## src/rtl/acsu_ctrl_213.sv

```systemverilog
// acsu_ctrl_213 -- sequencing controller for the (2,1,3) Viterbi ACSU.
//
// Accepts hard-decision symbol pairs over a valid/ready handshake, forwards
// one pair per trellis step to the branch-metric logic, and pulses the ACSU
// enable. It watches the eight path metrics for normalisation, emits the
// survivor-memory write strobe/address two cycles after each acceptance, and
// starts traceback once the last survivor write has landed.
//
// Ports:
//   clock, reset      single clock, synchronous active-high reset
//   start             frame start request (honoured only when idle)
//   sym_valid/sym_in  received symbol pair; sym_ready is the handshake back
//   ppm_in            eight W-bit path metrics, state 0 in the low bits
//   rx_sym            registered symbol pair for the branch-metric unit
//   ae, ppm_init      ACSU step enable / initial-metric load
//   norm_en, norm_sub normalisation request and amount (valid with ae)
//   sm_wr_en/addr     survivor-memory write strobe and step address
//   tb_start/tb_done  traceback handoff
//   busy, done        frame in progress / one-cycle frame completion pulse
module acsu_ctrl_213 #(
    parameter int W  = 8,
    parameter int L  = 64,
    parameter int AW = 6
) (
    input  logic           clock,
    input  logic           reset,
    input  logic           start,
    input  logic           sym_valid,
    input  logic [1:0]     sym_in,
    output logic           sym_ready,
    input  logic [8*W-1:0] ppm_in,
    output logic [1:0]     rx_sym,
    output logic           ae,
    output logic           ppm_init,
    output logic           norm_en,
    output logic [W-1:0]   norm_sub,
    output logic           sm_wr_en,
    output logic [AW-1:0]  sm_wr_addr,
    output logic           tb_start,
    input  logic           tb_done,
    output logic           busy,
    output logic           done
);
    localparam int           CW      = AW + 1;
    localparam logic [CW-1:0] L_M1   = CW'(L - 1);
    localparam logic [CW-1:0] L_CNT  = CW'(L);
    localparam logic [W-1:0]  NORM_TH = {1'b1, {(W-1){1'b0}}};

    typedef enum logic [2:0] {
        S_IDLE, S_INIT, S_RUN, S_DRAIN, S_TB, S_DONE
    } state_t;

    state_t        state, state_nxt;
    logic [CW-1:0] step_cnt, step_cnt_nxt;
    logic          drain_cnt;
    logic          tb_done_q;
    logic          norm_pending;
    logic [1:0]    vld_pipe;     // [0]: ACS step this cycle, [1]: its survivor write
    logic [AW-1:0] idx_q;        // step index travelling with vld_pipe[0]
    logic [W-1:0]  ppm_min;
    logic          accept, detect;
    logic          sym_ready_d, ae_d, ppm_init_d, norm_en_d;
    logic          tb_start_d, busy_d, done_d;

    assign accept   = sym_valid & sym_ready;
    assign sm_wr_en = vld_pipe[1];

    always_comb begin
        ppm_min = ppm_in[W-1:0];
        for (int i = 1; i < 8; i++)
            if (ppm_in[i*W +: W] < ppm_min) ppm_min = ppm_in[i*W +: W];
    end

    // Metrics seen during a norm_en cycle have not been reduced yet, so they
    // must not re-arm normalisation; INIT metrics are stale and also ignored.
    assign detect = ae & ~ppm_init & ~norm_en & (ppm_min >= NORM_TH);

    // state register
    always_ff @(posedge clock) begin
        if (reset) state <= S_IDLE;
        else       state <= state_nxt;
    end

    // next-state logic
    always_comb begin
        state_nxt = state;
        case (state)
            S_IDLE:  if (start) state_nxt = S_INIT;
            S_INIT:  state_nxt = S_RUN;
            S_RUN:   if (accept && step_cnt == L_M1) state_nxt = S_DRAIN;
            S_DRAIN: if (drain_cnt) state_nxt = S_TB;
            // tb_done is registered first, so done lands two cycles after it
            S_TB:    if (tb_done_q) state_nxt = S_DONE;
            S_DONE:  state_nxt = S_IDLE;
            default: state_nxt = S_IDLE;
        endcase
    end

    // output logic: next values of the registered outputs
    always_comb begin
        step_cnt_nxt = step_cnt;
        if (state == S_INIT)  step_cnt_nxt = '0;
        else if (accept)      step_cnt_nxt = step_cnt + 1'b1;
        sym_ready_d = (state_nxt == S_RUN) && (step_cnt_nxt < L_CNT);
        ae_d        = (state_nxt == S_INIT) || accept;
        ppm_init_d  = (state_nxt == S_INIT);
        norm_en_d   = accept && (norm_pending || detect);
        tb_start_d  = (state_nxt == S_TB) && (state != S_TB);
        busy_d      = (state_nxt != S_IDLE);
        done_d      = (state_nxt == S_DONE);
    end

    always_ff @(posedge clock) begin
        if (reset) begin
            step_cnt     <= '0;
            drain_cnt    <= 1'b0;
            tb_done_q    <= 1'b0;
            norm_pending <= 1'b0;
            norm_sub     <= '0;
            vld_pipe     <= '0;
            idx_q        <= '0;
            rx_sym       <= '0;
            sm_wr_addr   <= '0;
            sym_ready    <= 1'b0;
            ae           <= 1'b0;
            ppm_init     <= 1'b0;
            norm_en      <= 1'b0;
            tb_start     <= 1'b0;
            busy         <= 1'b0;
            done         <= 1'b0;
        end else begin
            step_cnt  <= step_cnt_nxt;
            drain_cnt <= (state == S_DRAIN) ? ~drain_cnt : 1'b0;
            tb_done_q <= (state == S_TB) & tb_done;

            if (state == S_INIT)  norm_pending <= 1'b0;
            else if (detect)      norm_pending <= 1'b1;
            else if (norm_en)     norm_pending <= 1'b0;
            if (detect) norm_sub <= NORM_TH;

            vld_pipe <= {vld_pipe[0], accept};
            if (accept) begin
                idx_q  <= step_cnt[AW-1:0];
                rx_sym <= sym_in;
            end
            if (state == S_INIT)   sm_wr_addr <= '0;
            else if (vld_pipe[0])  sm_wr_addr <= idx_q;

            sym_ready <= sym_ready_d;
            ae        <= ae_d;
            ppm_init  <= ppm_init_d;
            norm_en   <= norm_en_d;
            tb_start  <= tb_start_d;
            busy      <= busy_d;
            done      <= done_d;
        end
    end
endmodule

```

## config.mk

```make
export PLATFORM = sky130hd
export DESIGN_NAME = acsu_ctrl_213
export DESIGN_NICKNAME = d
export VERILOG_FILES = /design/src/rtl/acsu_ctrl_213.sv
export SDC_FILE = /design/constraint.sdc
export NUM_CORES = 1
export LEC_CHECK = 0
export ABC_AREA = 1
export CAP_MARGIN = 25
export CORE_MARGIN = 3
export CORE_UTILIZATION = 25
export DETAILED_ROUTE_END_ITERATION = 7
export GPL_TIMING_DRIVEN = 1
export PLACE_DENSITY = 0.46
export SYNTH_ARGS = -nofsm -noshare
export SYNTH_HDL_FRONTEND = slang
export SYNTH_SLANG_ARGS = --single-unit
```

## constraint.sdc

```tcl
create_clock -name clock -period 11.06 [get_ports clock]
set_input_delay 1.106 -clock clock [delete_from_list [all_inputs] [get_ports clock]]
set_output_delay 1.106 -clock clock [all_outputs]
set_load 0.005 [all_outputs]
```

==> run summary, run 1 <==
The run finished with clean final reports. The internal power contribution is 0.363 mW. The number of nets at the end of the flow is 698.

The register bit count reported by yosys is 37. In this run the remaining antenna-violating nets after routing total 0. The max-slew headroom at the worst pin came out at 0.588. The floorplan die height came out at 119 µm.

For the final routed database, the setup TNS stands at 0 ns. The post-route clock skew came out at 0.00285 ns. The area share of fa/ha/maj cells after synthesis is 0.165. The number of failing hold endpoints at the final stage came out at 0. The proportion of power drawn by combinational gates is 0.547. Row generation in the floorplan step produced 40 rows.

The highest ir drop seen on vdd came out at 57.2 µV. The setup violation total in the final timing report is 0. The number of antenna violations at the first check in global routing is 0.

The final cycle utilization of the critical path came out at 0.899. After detailed routing, the number of vias per cell comes to 4.39. After detailed routing, the number of remaining DRC violations is 0. The yosys synthesis warning count came out at 0. CTS placed an instance of sky130_fd_sc_hd__clkbuf_16 at the clock tree root. The cell area after placement came out at 0.00421 mm².

The post-detailed-routing wire length is 8300 µm. The number of pins with negative max-slew slack in the final report is 0. TritonCTS built the clock tree. The clock transition at the registers of the reported paths came out at 0.05 ns. The wire length per cell came out at 11.0 µm. In the final layout, the share of cells above drive strength 1 is 0.0547. Setup repair after global routing left no endpoint under its margin. The first global-routing pass estimated 14100 µm of wire. The number of I/O port buffers came out at 87. The average size of a mapped cell came out at 6.38 µm². The area taken by multi-input logic gates came out at 0.00216 mm². The cell with the biggest individual delay on the critical path is sky130_fd_sc_hd__clkdlybuf4s50_1.

The count of routing violations after the opening detailed-route iteration came out at 112. The die area is 0.0142 mm². For this configuration, the core starts out at a cell density of 0.261. Summing over every cut layer, the via total after detailed routing is 3308.

The number of flops mapped to enable cells by yosys is 0. The number of buffers created by CTS is 5. After synthesis, the largest family of logic cells by area is simple AND/OR/NAND/NOR gates.

The number of buffer and inverter stages on the critical path came out at 3. The area fraction in and, or, nand and nor cells after synthesis came out at 0.353. The worst path in the final design needs a cycle of 9.95 ns, including I/O delays and setup. The portion of netlist area occupied by mux cells came out at 0. The portion of total power attributed to sequential cells is 0.229. The stage delay of the slowest cell on the critical path came out at 0.45 ns.

The static power due to leakage is 2.02 nW. The power share of the clock group came out at 0.224. Compared with the post-synthesis result, the final layout area differs by 36.4%. Summed over all nets, the switching power comes to 0.253 mW.

STA classifies the critical path startpoint as an input port. The total number of clock tree sinks is 37. The final non-filler cell area is 0.00436 mm². The via count of the first global-routing pass is 3249. The number of maximum-capacitance constraint violations came out at 0. Of the total synthesized cell area, the portion taken by XOR and XNOR cells is 0.00274.

The die boundary width is 119 µm. 95 I/O pins were placed. After technology mapping, the gate count stands at 501. Total power for the finished layout comes to 0.616 mW. The leading register cell type out of synthesis is sky130_fd_sc_hd__dfxtp_1.

The placer's final routability congestion estimate is 0.811. The worst path arrival time is 10.14 ns. For this run, the total global-route usage over all layers was measured as 0.116. The number of filler cells placed in the layout came out at 1333. The fmax came out at 0.101 GHz. The transition time of the tightest slew-check pin is 0.616 ns. The sequential cell area fraction in the yosys report came out at 0.232. Entering global routing, the biggest net connects 16 pins. The async set or reset register ratio after synthesis is 0. The total iterations of the first detailed-routing run is 4. The maximum level of the CTS H-tree is 2. The number of distinct library cells after synthesis came out at 29. The share of the synthesized area in compound gates (AO/OA/AOI/OAI) is 0.147. In this run the worst path has a maximum fanout of 15.

Post-CTS timing repair inserted 0 buffers for setup. STA classifies the critical path endpoint as a flop. The power per cell area is 141 mW/mm². The tightest min-delay check is of the flop to flop type.

The sequential cell area came out at 741 µm². Global routing finished with a remaining overflow of 0. The setup path with the least slack is of type input port to flop.

The critical path required time is 11.25 ns. Summing every instance area after synthesis gives 0.00319 mm². The count of inserted antenna diode cells is 0. The HPWL after detailed placement is 7180 µm. No sink is reached through more buffers than the 2 on the longest clock path. On the critical path the largest part of the delay comes from compound AO/OA/AOI/OAI gates. Of the total power, the share spent switching nets is 0.410. In this run the standard cell core region covers 0.0123 mm². The clock latency on the worst-skew pair came out at 0.27 ns.
## worst reg2reg max path, stage by stage (launching register included)
cell                      delay, ns
sky130_fd_sc_hd__dfxtp_1       0.34
sky130_fd_sc_hd__nand2_1       0.21
sky130_fd_sc_hd__nor2_1        0.19
sky130_fd_sc_hd__inv_1         0.08
sky130_fd_sc_hd__nor2_1        0.16
sky130_fd_sc_hd__and3_1        0.20
sky130_fd_sc_hd__nand2_1       0.09
sky130_fd_sc_hd__xnor2_1       0.15
sky130_fd_sc_hd__inv_1         0.07
sky130_fd_sc_hd__o21ai_0       0.16
sky130_fd_sc_hd__nor3_1        0.06
## cell type report
| type | instances | area share |
|---|---|---|
| Tap cell | 168 | 0.0482 |
| Timing Repair Buffer | 88 | 0.202 |
| Sequential cell | 37 | 0.170 |
| Clock buffer | 7 | 0.0327 |
| Inverter | 59 | 0.0508 |
| Multi-Input combinational cell | 394 | 0.497 |
## power groups by stage
stage	clock network, mW	registers [mW]	logic (mW)
floorplan	0	0.144	0.254
global placement	0	0.144	0.332
detailed placement	0	0.144	0.339
CTS	0.142	0.141	0.340
global route	0.147	0.142	0.400
finish	0.138	0.141	0.337
## final timing paths
kind,startpoint,endpoint,slack [ns],depth (start not counted)
worst max-delay path,ppm_in[5],norm_sub[7],1.11,46
worst min-delay path,sm_wr_addr[3],sm_wr_addr[3],0.46,2
worst max register to register,sym_ready,sym_ready,9.20,10
worst min register to register,sm_wr_addr[3],sm_wr_addr[3],0.46,2
## Yosys cell counts, types with 2 or more instances
| master | instances | area share |
|---|---|---|
| sky130_fd_sc_hd__a211oi_1 | 5 | 0.012 |
| sky130_fd_sc_hd__a21oi_1 | 28 | 0.044 |
| sky130_fd_sc_hd__buf_2 | 4 | 0.0063 |
| sky130_fd_sc_hd__buf_4 | 7 | 0.016 |
| sky130_fd_sc_hd__clkbuf_1 | 6 | 0.0071 |
| sky130_fd_sc_hd__dfxtp_1 | 37 | 0.23 |
| sky130_fd_sc_hd__ha_1 | 42 | 0.16 |
| sky130_fd_sc_hd__inv_1 | 56 | 0.066 |
| sky130_fd_sc_hd__inv_2 | 3 | 0.0035 |
| sky130_fd_sc_hd__nand2_1 | 146 | 0.17 |
| sky130_fd_sc_hd__nand2_2 | 10 | 0.020 |
| sky130_fd_sc_hd__nand2_4 | 7 | 0.025 |
| sky130_fd_sc_hd__nand3_1 | 31 | 0.049 |
| sky130_fd_sc_hd__nand3b_1 | 4 | 0.0094 |
| sky130_fd_sc_hd__nor2_1 | 48 | 0.056 |
| sky130_fd_sc_hd__nor3_1 | 6 | 0.0094 |
| sky130_fd_sc_hd__nor3b_1 | 2 | 0.0047 |
| sky130_fd_sc_hd__o21ai_0 | 45 | 0.071 |
| sky130_fd_sc_hd__o21bai_1 | 4 | 0.0094 |
## repair_timing
| action | 4_1_cts | 5_1_grt |
|---|---|---|
| hold buffers | 0 | 0 |
| gates resized for setup | 0 | 2 |
| setup endpoints to repair | 0 | 3 |
## per-layer routing
| metal | vias to the layer above | GRT usage | wire length (µm) |
|---|---|---|---|
| li1 | 1788 | - | - |
| met1 | 1444 | 0.141 | 3850 |
| met2 | 71 | 0.199 | 3740 |
| met3 | 5 | 0.0413 | 666 |
| met4 | 0 | 0.0224 | 49 |
| met5 | - | 0 | 0 |
## layout by cell type (no fill, tap or decap), types with 2 or more instances in the layout
master / instances
sky130_fd_sc_hd__nor3_1: 6
sky130_fd_sc_hd__nand2_4: 7
sky130_fd_sc_hd__conb_1: 7
sky130_fd_sc_hd__a211oi_2: 2
sky130_fd_sc_hd__clkdlybuf4s50_1: 87
sky130_fd_sc_hd__a21oi_1: 28
sky130_fd_sc_hd__nor2_1: 48
sky130_fd_sc_hd__o21ai_0: 44
sky130_fd_sc_hd__a211oi_1: 4
sky130_fd_sc_hd__nand2_2: 10
sky130_fd_sc_hd__inv_2: 3
sky130_fd_sc_hd__o21bai_1: 4
sky130_fd_sc_hd__dfxtp_1: 37
sky130_fd_sc_hd__ha_1: 42
sky130_fd_sc_hd__nand2_1: 146
sky130_fd_sc_hd__nor3b_1: 2
sky130_fd_sc_hd__nand3_1: 31
sky130_fd_sc_hd__clkbuf_16: 5
sky130_fd_sc_hd__nand3b_1: 4
sky130_fd_sc_hd__inv_1: 56
## sequential cells by signal, summed over array words and instances, names as in the netlist
register      flops
ae                1
busy              1
done              1
drain_cnt         1
idx_q             6
norm_en           1
norm_pending      1
norm_sub          1
ppm_init          1
rx_sym            2
sm_wr_addr        6
state             3
step_cnt          7
sym_ready         1
tb_done_q         1
tb_start          1
vld_pipe          2
## per-stage QoR
step / setup WS (ns) / utilization / hold WS [ns] / instances
4_1_cts: 0.742 / 0.355 / 0.452 / 753
2_1_floorplan: 1.38 / - / 0.424 / 507
3_5_place_dp: 0.464 / 0.343 / 0.444 / 746
5_1_grt: 0.0582 / 0.355 / 0.483 / 753
3_3_place_gp: 0.968 / 0.343 / 0.439 / 746
6_report: 1.11 / 0.355 / 0.460 / 753
## cell families (layout without fill, tap and decap cells)
logic type      count (synthesis)  after routing
fa+ha+maj                      42             42
buf+inv                        76            154
flops                          37             37
compound gates                 86             86
simple gates                  258            258
xor+xnor                        1              1
other cells                     1              7
No activity file was read; power rests on OpenSTA's default activity.
==> run 2: changes to the inputs <==
Settings changed: ABC_AREA 1 to 0, PLACE_DENSITY 0.46 to 0.45.
==> run summary, run 2 <==
Wires add up to 11700 µm. The die boundary width is 126 µm. STA classifies the critical path startpoint as an input port. The tool flagged a number of max-cap violations equal to 0. Relative to the synthesized area, the layout overhead comes to 81.4%. The highest ir drop seen on vdd came out at 67.5 µV. The register bit count reported by yosys came out at 37.

The pin count of the biggest net entering global routing is 21. Hold is met by 0.441 ns. The final critical delay including setup and external delays is 11.66 ns. The final setup slack of the worst path came out at -0.605 ns. The number of filler cells placed in the layout came out at 1360. On the worst path, the slowest cell contributes a delay of 0.38 ns. In this run, post-CTS hold repair placed 0 buffers. The cell area after placement came out at 0.00552 mm². The share of the core filled with cells in the final layout came out at 0.468. The number of vias per cell came out at 4.71. The post-route clock skew is 0.00333 ns. The average size of a mapped cell is 7.78 µm². The total track usage is 0.141. The library cells used most frequently in the layout, excluding fill and tap cells, are sky130_fd_sc_hd__buf_4 (129), sky130_fd_sc_hd__clkdlybuf4s50_1 (71), sky130_fd_sc_hd__nand2_1 (37), sky130_fd_sc_hd__nor2_1 (37), sky130_fd_sc_hd__dfxtp_1 (37).

The cell count after synthesis came out at 464. The proportion of power drawn by combinational gates is 0.716. For the pin with the worst max-slew slack, the measured transition is 0.728 ns. The flip-flop count of the largest register after layout is 7.

TritonCTS built the clock tree. In this run the remaining antenna-violating nets after routing total 0. Of the total power, the clock network draws 0.144. The first global-routing pass estimated 19100 µm of wire.

The cell taking the most area after synthesis is sky130_fd_sc_hd__dfxtp_1. The number of top-level pins is 95. Data on the critical path is required at its endpoint by 11.27 ns. The placeable core region is 0.0140 mm². The number of antenna violations at the first check in global routing is 0. The worst path arrival time came out at 11.87 ns.

The number of flops mapped to enable cells by yosys is 0. The floorplan row count came out at 43. In this run, placement finished with an instance count of 815. The worst register-to-register path has a setup slack of 9.29 ns. Derived from the worst setup path, the maximum achievable clock frequency is 0.0857 GHz. The sequential cell area fraction in the yosys report came out at 0.205.

The number of nets at the end of the flow is 799. The maximum level of the CTS H-tree is 2. In the final layout, the registers with the most flip-flops are step_cnt (7), idx_q (6), sm_wr_addr (6). The checks that failed: setup timing. In the post-synthesis netlist, the biggest area contributors are sky130_fd_sc_hd__dfxtp_1 (21%), sky130_fd_sc_hd__ha_1 (15%), sky130_fd_sc_hd__a21oi_1 (6.4%). The estimated wirelength of the detail-placed design came out at 9010 µm. Leaving out filler cells and counting taps, the final layout contains 867.

The total iterations of the first detailed-routing run is 4. The initial cell density of the core is 0.258. Ranked by flip-flop count, first place goes to step_cnt. The worst setup path is captured at a flop.

The run finished, with violations left. The count of inserted antenna diode cells is 0. The final routed DRC violation total is 0.

The number of failing hold endpoints at the final stage was 0. Dividing the final minimum period by the clock period gives 1.05. The number of buffers on the longest clock path is 2. The total congestion overflow after global routing came out at 0. The clock transition at the registers of the reported paths came out at 0.05 ns.

The total number of clock tree sinks is 37. The path class of the tightest hold or removal check is flop to flop. The vias after detailed routing came out at 4080. The power per cell area is 153 mW/mm². The buffer cell driving the clock tree root is sky130_fd_sc_hd__clkbuf_16. The maximum fanout along the worst path came out at 6. Setup repair after global routing could not meet its margin everywhere. For this block, the initial DRC count from the detailed router was 168. The critical setup path kind is input port to flop. Leaving out fill and tap cells, the most frequent cell in the layout is sky130_fd_sc_hd__buf_4. The static power due to leakage came out at 2.78 nW.

The slowest stage of the critical path is the sky130_fd_sc_hd__o41a_1 cell. The number of buffers created by CTS is 5. Port buffering added 87 buffers. In the final layout, the share of cells above drive strength 1 is 0.453.

The later pin in the worst-skew pair is clocked with a latency of 0.27 ns. The number of distinct library cells after synthesis came out at 68. The number of pins with negative max-slew slack in the final report is 0.

The setup violation total in the final timing report came out at 3. The post-synthesis instance area came out at 0.00361 mm². Overall power consumption after layout is estimated at 1.00 mW. The switching share of power came out at 0.366. The share of Yosys cell area claimed by the top area cell type is 0.205. After routing the design area is 0.00655 mm². The die covers 0.0159 mm². The switching power total is 0.368 mW. The placer's final routability congestion estimate came out at 0.844. The die is 126 µm tall. The async set or reset register ratio after synthesis came out at 0.

The portion of total power attributed to sequential cells came out at 0.140. The via count of the first global-routing pass came to 3996. The most used flip-flop cell after synthesis is sky130_fd_sc_hd__dfxtp_1. The wire length per cell is 13.4 µm.

Sorting the synthesized cells by how often they occur yields sky130_fd_sc_hd__a21oi_1 (46), sky130_fd_sc_hd__nor2_1 (46), sky130_fd_sc_hd__nand2_1 (44). The max-slew headroom at the worst pin is 0.513. The yosys synthesis warning count came out at 0. The internal power contribution came out at 0.637 mW.
run 2: cell types whose count changed after synthesis, moves of 9 or more:
cell	delta
sky130_fd_sc_hd__o21ai_0	-21
sky130_fd_sc_hd__nand2_1	-102
sky130_fd_sc_hd__mux2_2	+14
sky130_fd_sc_hd__nand3_1	-17
sky130_fd_sc_hd__inv_1	-16
sky130_fd_sc_hd__nand2_2	-9
sky130_fd_sc_hd__mux2i_1	+17
sky130_fd_sc_hd__a21oi_1	+18
sky130_fd_sc_hd__a21o_1	+10
run 2: path summary, 6_finish.rpt:
kind	startpoint	to	depth (start not counted)
setup / recovery	ppm_in[7]	norm_pending	65
hold / removal	drain_cnt	drain_cnt	1
setup reg to reg	state[2]	norm_pending	5
hold reg to reg	drain_cnt	drain_cnt	1
run 2: metal layers:
layer | track usage | up-vias | wire, µm
met2 | 0.246 | 73 | 5730
met1 | 0.188 | 1902 | 5370
met4 | 0.0265 | 0 | 167
met3 | 0.0170 | 13 | 392
li1 | - | 2092 | -
met5 | 0 | - | 0
run 2: stage by stage:
| step | setup slack, ns | TNS [ns] |
|---|---|---|
| after floorplan | -0.401 | -1.17 |
| after global placement | -1.63 | -4.86 |
| after detailed placement | -1.89 | -5.58 |
| after CTS | -0.534 | -1.47 |
| after global routing | -1.25 | -3.67 |
| final | -0.605 | -1.68 |
run 2: layout make-up:
type,instances,area [µm²],share of cell area
repair buffers,227,1960,0.299
multi-input cells,375,3310,0.505
inverters,40,158,0.0241
clock inverters,1,5.00,0.000764
clock buffers,7,153,0.0233
well taps,180,225,0.0344
flip-flops and latches,37,741,0.113
run 2: critical path: cells and delay by family:
kind                     cells  cell delay [ns]
multiplexers                 6             1.39
buffers and inverters       11             1.07
adder cells (fa/ha/maj)      7             1.79
AO/OA/AOI/OAI               22             3.68
AND/OR/NAND/NOR             19             2.81
run 2: timing repair:
item,in CTS,in global routing
pin swaps,68,49
gates resized for setup,133,57
gates cloned,1,0
setup endpoints to repair,3,3
buffers inserted,29,15
run 2: cells by family (layout without fill, tap and decap cells):
logic type,after synthesis,count (layout),synth area share
AOI/OAI and AO/OA,121,122,0.226
xor gates and xnor gates,7,7,0.0170
adders and majority gates,47,47,0.159
buffers and inverters,59,275,0.0731
DFF,37,37,0.205
muxes,33,33,0.0991
other,1,7,0.00104
and+or+nand+nor,159,159,0.219
run 2: power groups by stage:
stage          Clock (mW)  Combinational (mW)  Sequential [mW]
6_report            0.145               0.719            0.140
3_3_place_gp            0               0.529            0.143
2_1_floorplan           0               0.323            0.143
3_5_place_dp            0               0.533            0.143
4_1_cts             0.148               0.645            0.140
5_1_grt             0.156               0.787            0.141
==> run 3: changes to the inputs <==
Settings changed: CAP_MARGIN 25 to default, CORE_UTILIZATION 25 to 35, PLACE_DENSITY 0.45 to 0.59, SETUP_SLACK_MARGIN from default to 0.15.
==> run summary, run 3 (synthesis results as in run 2) <==
The setup TNS is -1.91 ns. The worst path arrival time is 11.86 ns. The post-detailed-routing wire length is 12900 µm. The number of antenna diodes in the final layout is 0. The total area inside the core boundary comes to 0.00991 mm². The final setup slack of the worst path came out at -0.656 ns. Derived from the worst setup path, the maximum achievable clock frequency is 0.0854 GHz. The layout-stage area growth over the synthesis result came out at 86.8%. The clock latency on the worst-skew pair is 0.29 ns. The number of top-level pins came out at 95. The run finished, with violations left.

The floorplan die height came out at 108 µm. The total congestion overflow after global routing came out at 0. The worst setup path is captured at a flop.

The post-route clock skew came out at 0.00948 ns. The pin count of the biggest net entering global routing is 21. In this run the worst path has a maximum fanout of 8. The placer's final routability congestion estimate came out at 0.804. The critical path required time is 11.21 ns. The number of antenna violations at the first check in global routing came to 0. The buffer cell driving the clock tree root is sky130_fd_sc_hd__clkbuf_8.

The sort of element at the start of the critical path is an input port. The share of final-layout standard cells stronger than drive strength 1 came out at 0.471. The initialized floorplan defines 36 standard-cell rows.

The number of pins with negative max-slew slack in the final report came out at 0. Setup repair after global routing could not meet its margin everywhere. The hold-critical path depth is 1. The worst-case hold slack came out at 0.435 ns. The routed design could run at a clock period as short as 11.72 ns.

The total iterations of the first detailed-routing run came out at 4. The largest registers in the layout are step_cnt (7), idx_q (6), sm_wr_addr (6). The wire length of the first global-routing pass is 20500 µm. In this run the remaining antenna-violating nets after routing total 0. The critical path in this run is classified as input port to flop. The worst hold path terminates at drain_cnt.

The max-slew headroom at the worst pin is 0.504. Buffers placed on the I/O ports in this run total 87. For this design the ratio of total power to cell area is 158 mW/mm².

The die boundary width is 108 µm. The flip-flop count of the largest register after layout came out at 7. The number of vias per cell is 5.10.

For this design, the CTS-stage hold fixing added 0 buffers. Ranked by flip-flop count, first place goes to step_cnt. The maximum level of the CTS H-tree is 2. The library cells used most frequently in the layout, excluding fill and tap cells, are sky130_fd_sc_hd__buf_4 (173), sky130_fd_sc_hd__clkdlybuf4s50_1 (71), sky130_fd_sc_hd__nand2_1 (38), sky130_fd_sc_hd__nor2_1 (38), sky130_fd_sc_hd__dfxtp_1 (37). The die covers 0.0116 mm². Across every metal layer, demand over resource in global routing totals 0.214. The number of nets at the end of the flow came out at 834.

The via count of the first global-routing pass is 4601. The cell count after placement is 766. The checks that failed: setup timing. The estimated wirelength of the detail-placed design is 8750 µm. The clock transition at the registers of the reported paths came out at 0.07 ns. The count of non-filler cells in the finished layout is 855. The clock passes through at most 2 buffers.

The transition time of the tightest slew-check pin came out at 0.741 ns. Measured on the finished design, the core utilization comes to 0.681. The number of failing hold endpoints at the final stage came out at 0. In the final routed layout, each cell accounts on average for 15.1 µm. The number of maximum-capacitance constraint violations came out at 0.

The count of routing violations after the opening detailed-route iteration came out at 173. On the worst path, the slowest cell contributes a delay of 0.35 ns. The startpoint of the lowest-slack register-to-register path is state[2]. The most common cell after layout, fill and taps aside is sky130_fd_sc_hd__buf_4. The path depth of the worst reg2reg path is 5. TritonCTS built the clock tree. The static power due to leakage is 2.91 nW. Setup violations remaining at the end of the flow were counted as 3. The placement-stage worst setup slack came out at -1.78 ns.

VDD sags by at most 98.7 µV. The slowest stage of the critical path belongs to the cell sky130_fd_sc_hd__or3_1. The number of buffers created by CTS is 5. The endpoint identified for the worst register-to-register timing path is norm_pending. Of the available clock period, the critical path in the final layout requires 1.06.

The final routed DRC violation total came out at 0. The vias after detailed routing is 4362. For this design, the sink count on the clock tree is 37. The class of the tightest hold or removal check is flop to flop. Counting the fill cells in the layout gives 778. The initial cell density of the core came out at 0.364.

The setup slack of the worst register-to-register path came out at 9.26 ns. The hold path startpoint is drain_cnt.
[run 3: changes by cell type in the layout (fill, tap and decap cells not counted), moves of 3 or more]
| cell | change |
|---|---|
| sky130_fd_sc_hd__ha_1 | -4 |
| sky130_fd_sc_hd__o21ai_2 | -6 |
| sky130_fd_sc_hd__buf_2 | +3 |
| sky130_fd_sc_hd__buf_6 | -7 |
| sky130_fd_sc_hd__inv_2 | -3 |
| sky130_fd_sc_hd__clkbuf_16 | -5 |
| sky130_fd_sc_hd__buf_4 | +44 |
| sky130_fd_sc_hd__clkbuf_2 | -3 |
| sky130_fd_sc_hd__o21ai_1 | +5 |
| sky130_fd_sc_hd__nor2_2 | -3 |
| sky130_fd_sc_hd__clkbuf_8 | +4 |
[run 3: where the power goes]
part | switching, mW | internal [mW]
registers | 0.00321 | 0.137
logic | 0.354 | 0.448
clock network | 0.0473 | 0.0733
[run 3: worst max path at each step]
stage,startpoint,endpoint,slack [ns],depth (start not counted)
2_1_floorplan,ppm_in[13],norm_sub[7],-0.40,64
3_3_place_gp,ppm_in[2],norm_pending,-1.49,63
3_5_place_dp,ppm_in[2],norm_pending,-1.78,63
4_1_cts,ppm_in[12],norm_pending,-0.40,63
5_1_grt,ppm_in[12],norm_sub[7],-1.11,64
6_report,ppm_in[12],norm_sub[7],-0.66,65
[run 3: stage by stage]
stage	area, µm²	power [mW]
5_1_grt	6750	1.14
6_report	6750	1.06
4_1_cts	6380	0.955
3_3_place_gp	5450	0.659
2_1_floorplan	3830	0.466
3_5_place_dp	5450	0.672
[run 3: worst max-delay path, delay by kind of cell]
family	cells	cell delay, ns
mux	5	1.13
fa+ha+maj	7	1.96
compound gates	22	3.46
simple gates	21	3.00
buf+inv	10	1.15
[run 3: what timing repair did]
item / in CTS / in global routing
resized for setup: 141 / 45
pin swaps: 57 / 51
gates cloned: 1 / 0
setup endpoints to repair: 3 / 3
buffers inserted: 63 / 17
[run 3: layer usage]
layer,track usage,part of all wire
met5,0,0
met4,0.0640,0.024
met3,0.0270,0.038
met2,0.399,0.52
met1,0.253,0.42
[run 3: layout make-up]
type | count | area, µm² | area share
multi-input cells | 375 | 3380 | 0.501
repair buffers | 262 | 2180 | 0.323
flip-flops and latches | 37 | 741 | 0.110
well taps | 133 | 166 | 0.0247
inverters | 40 | 160 | 0.0237
clock buffers | 6 | 82.6 | 0.0122
clock inverters | 2 | 37.5 | 0.00556
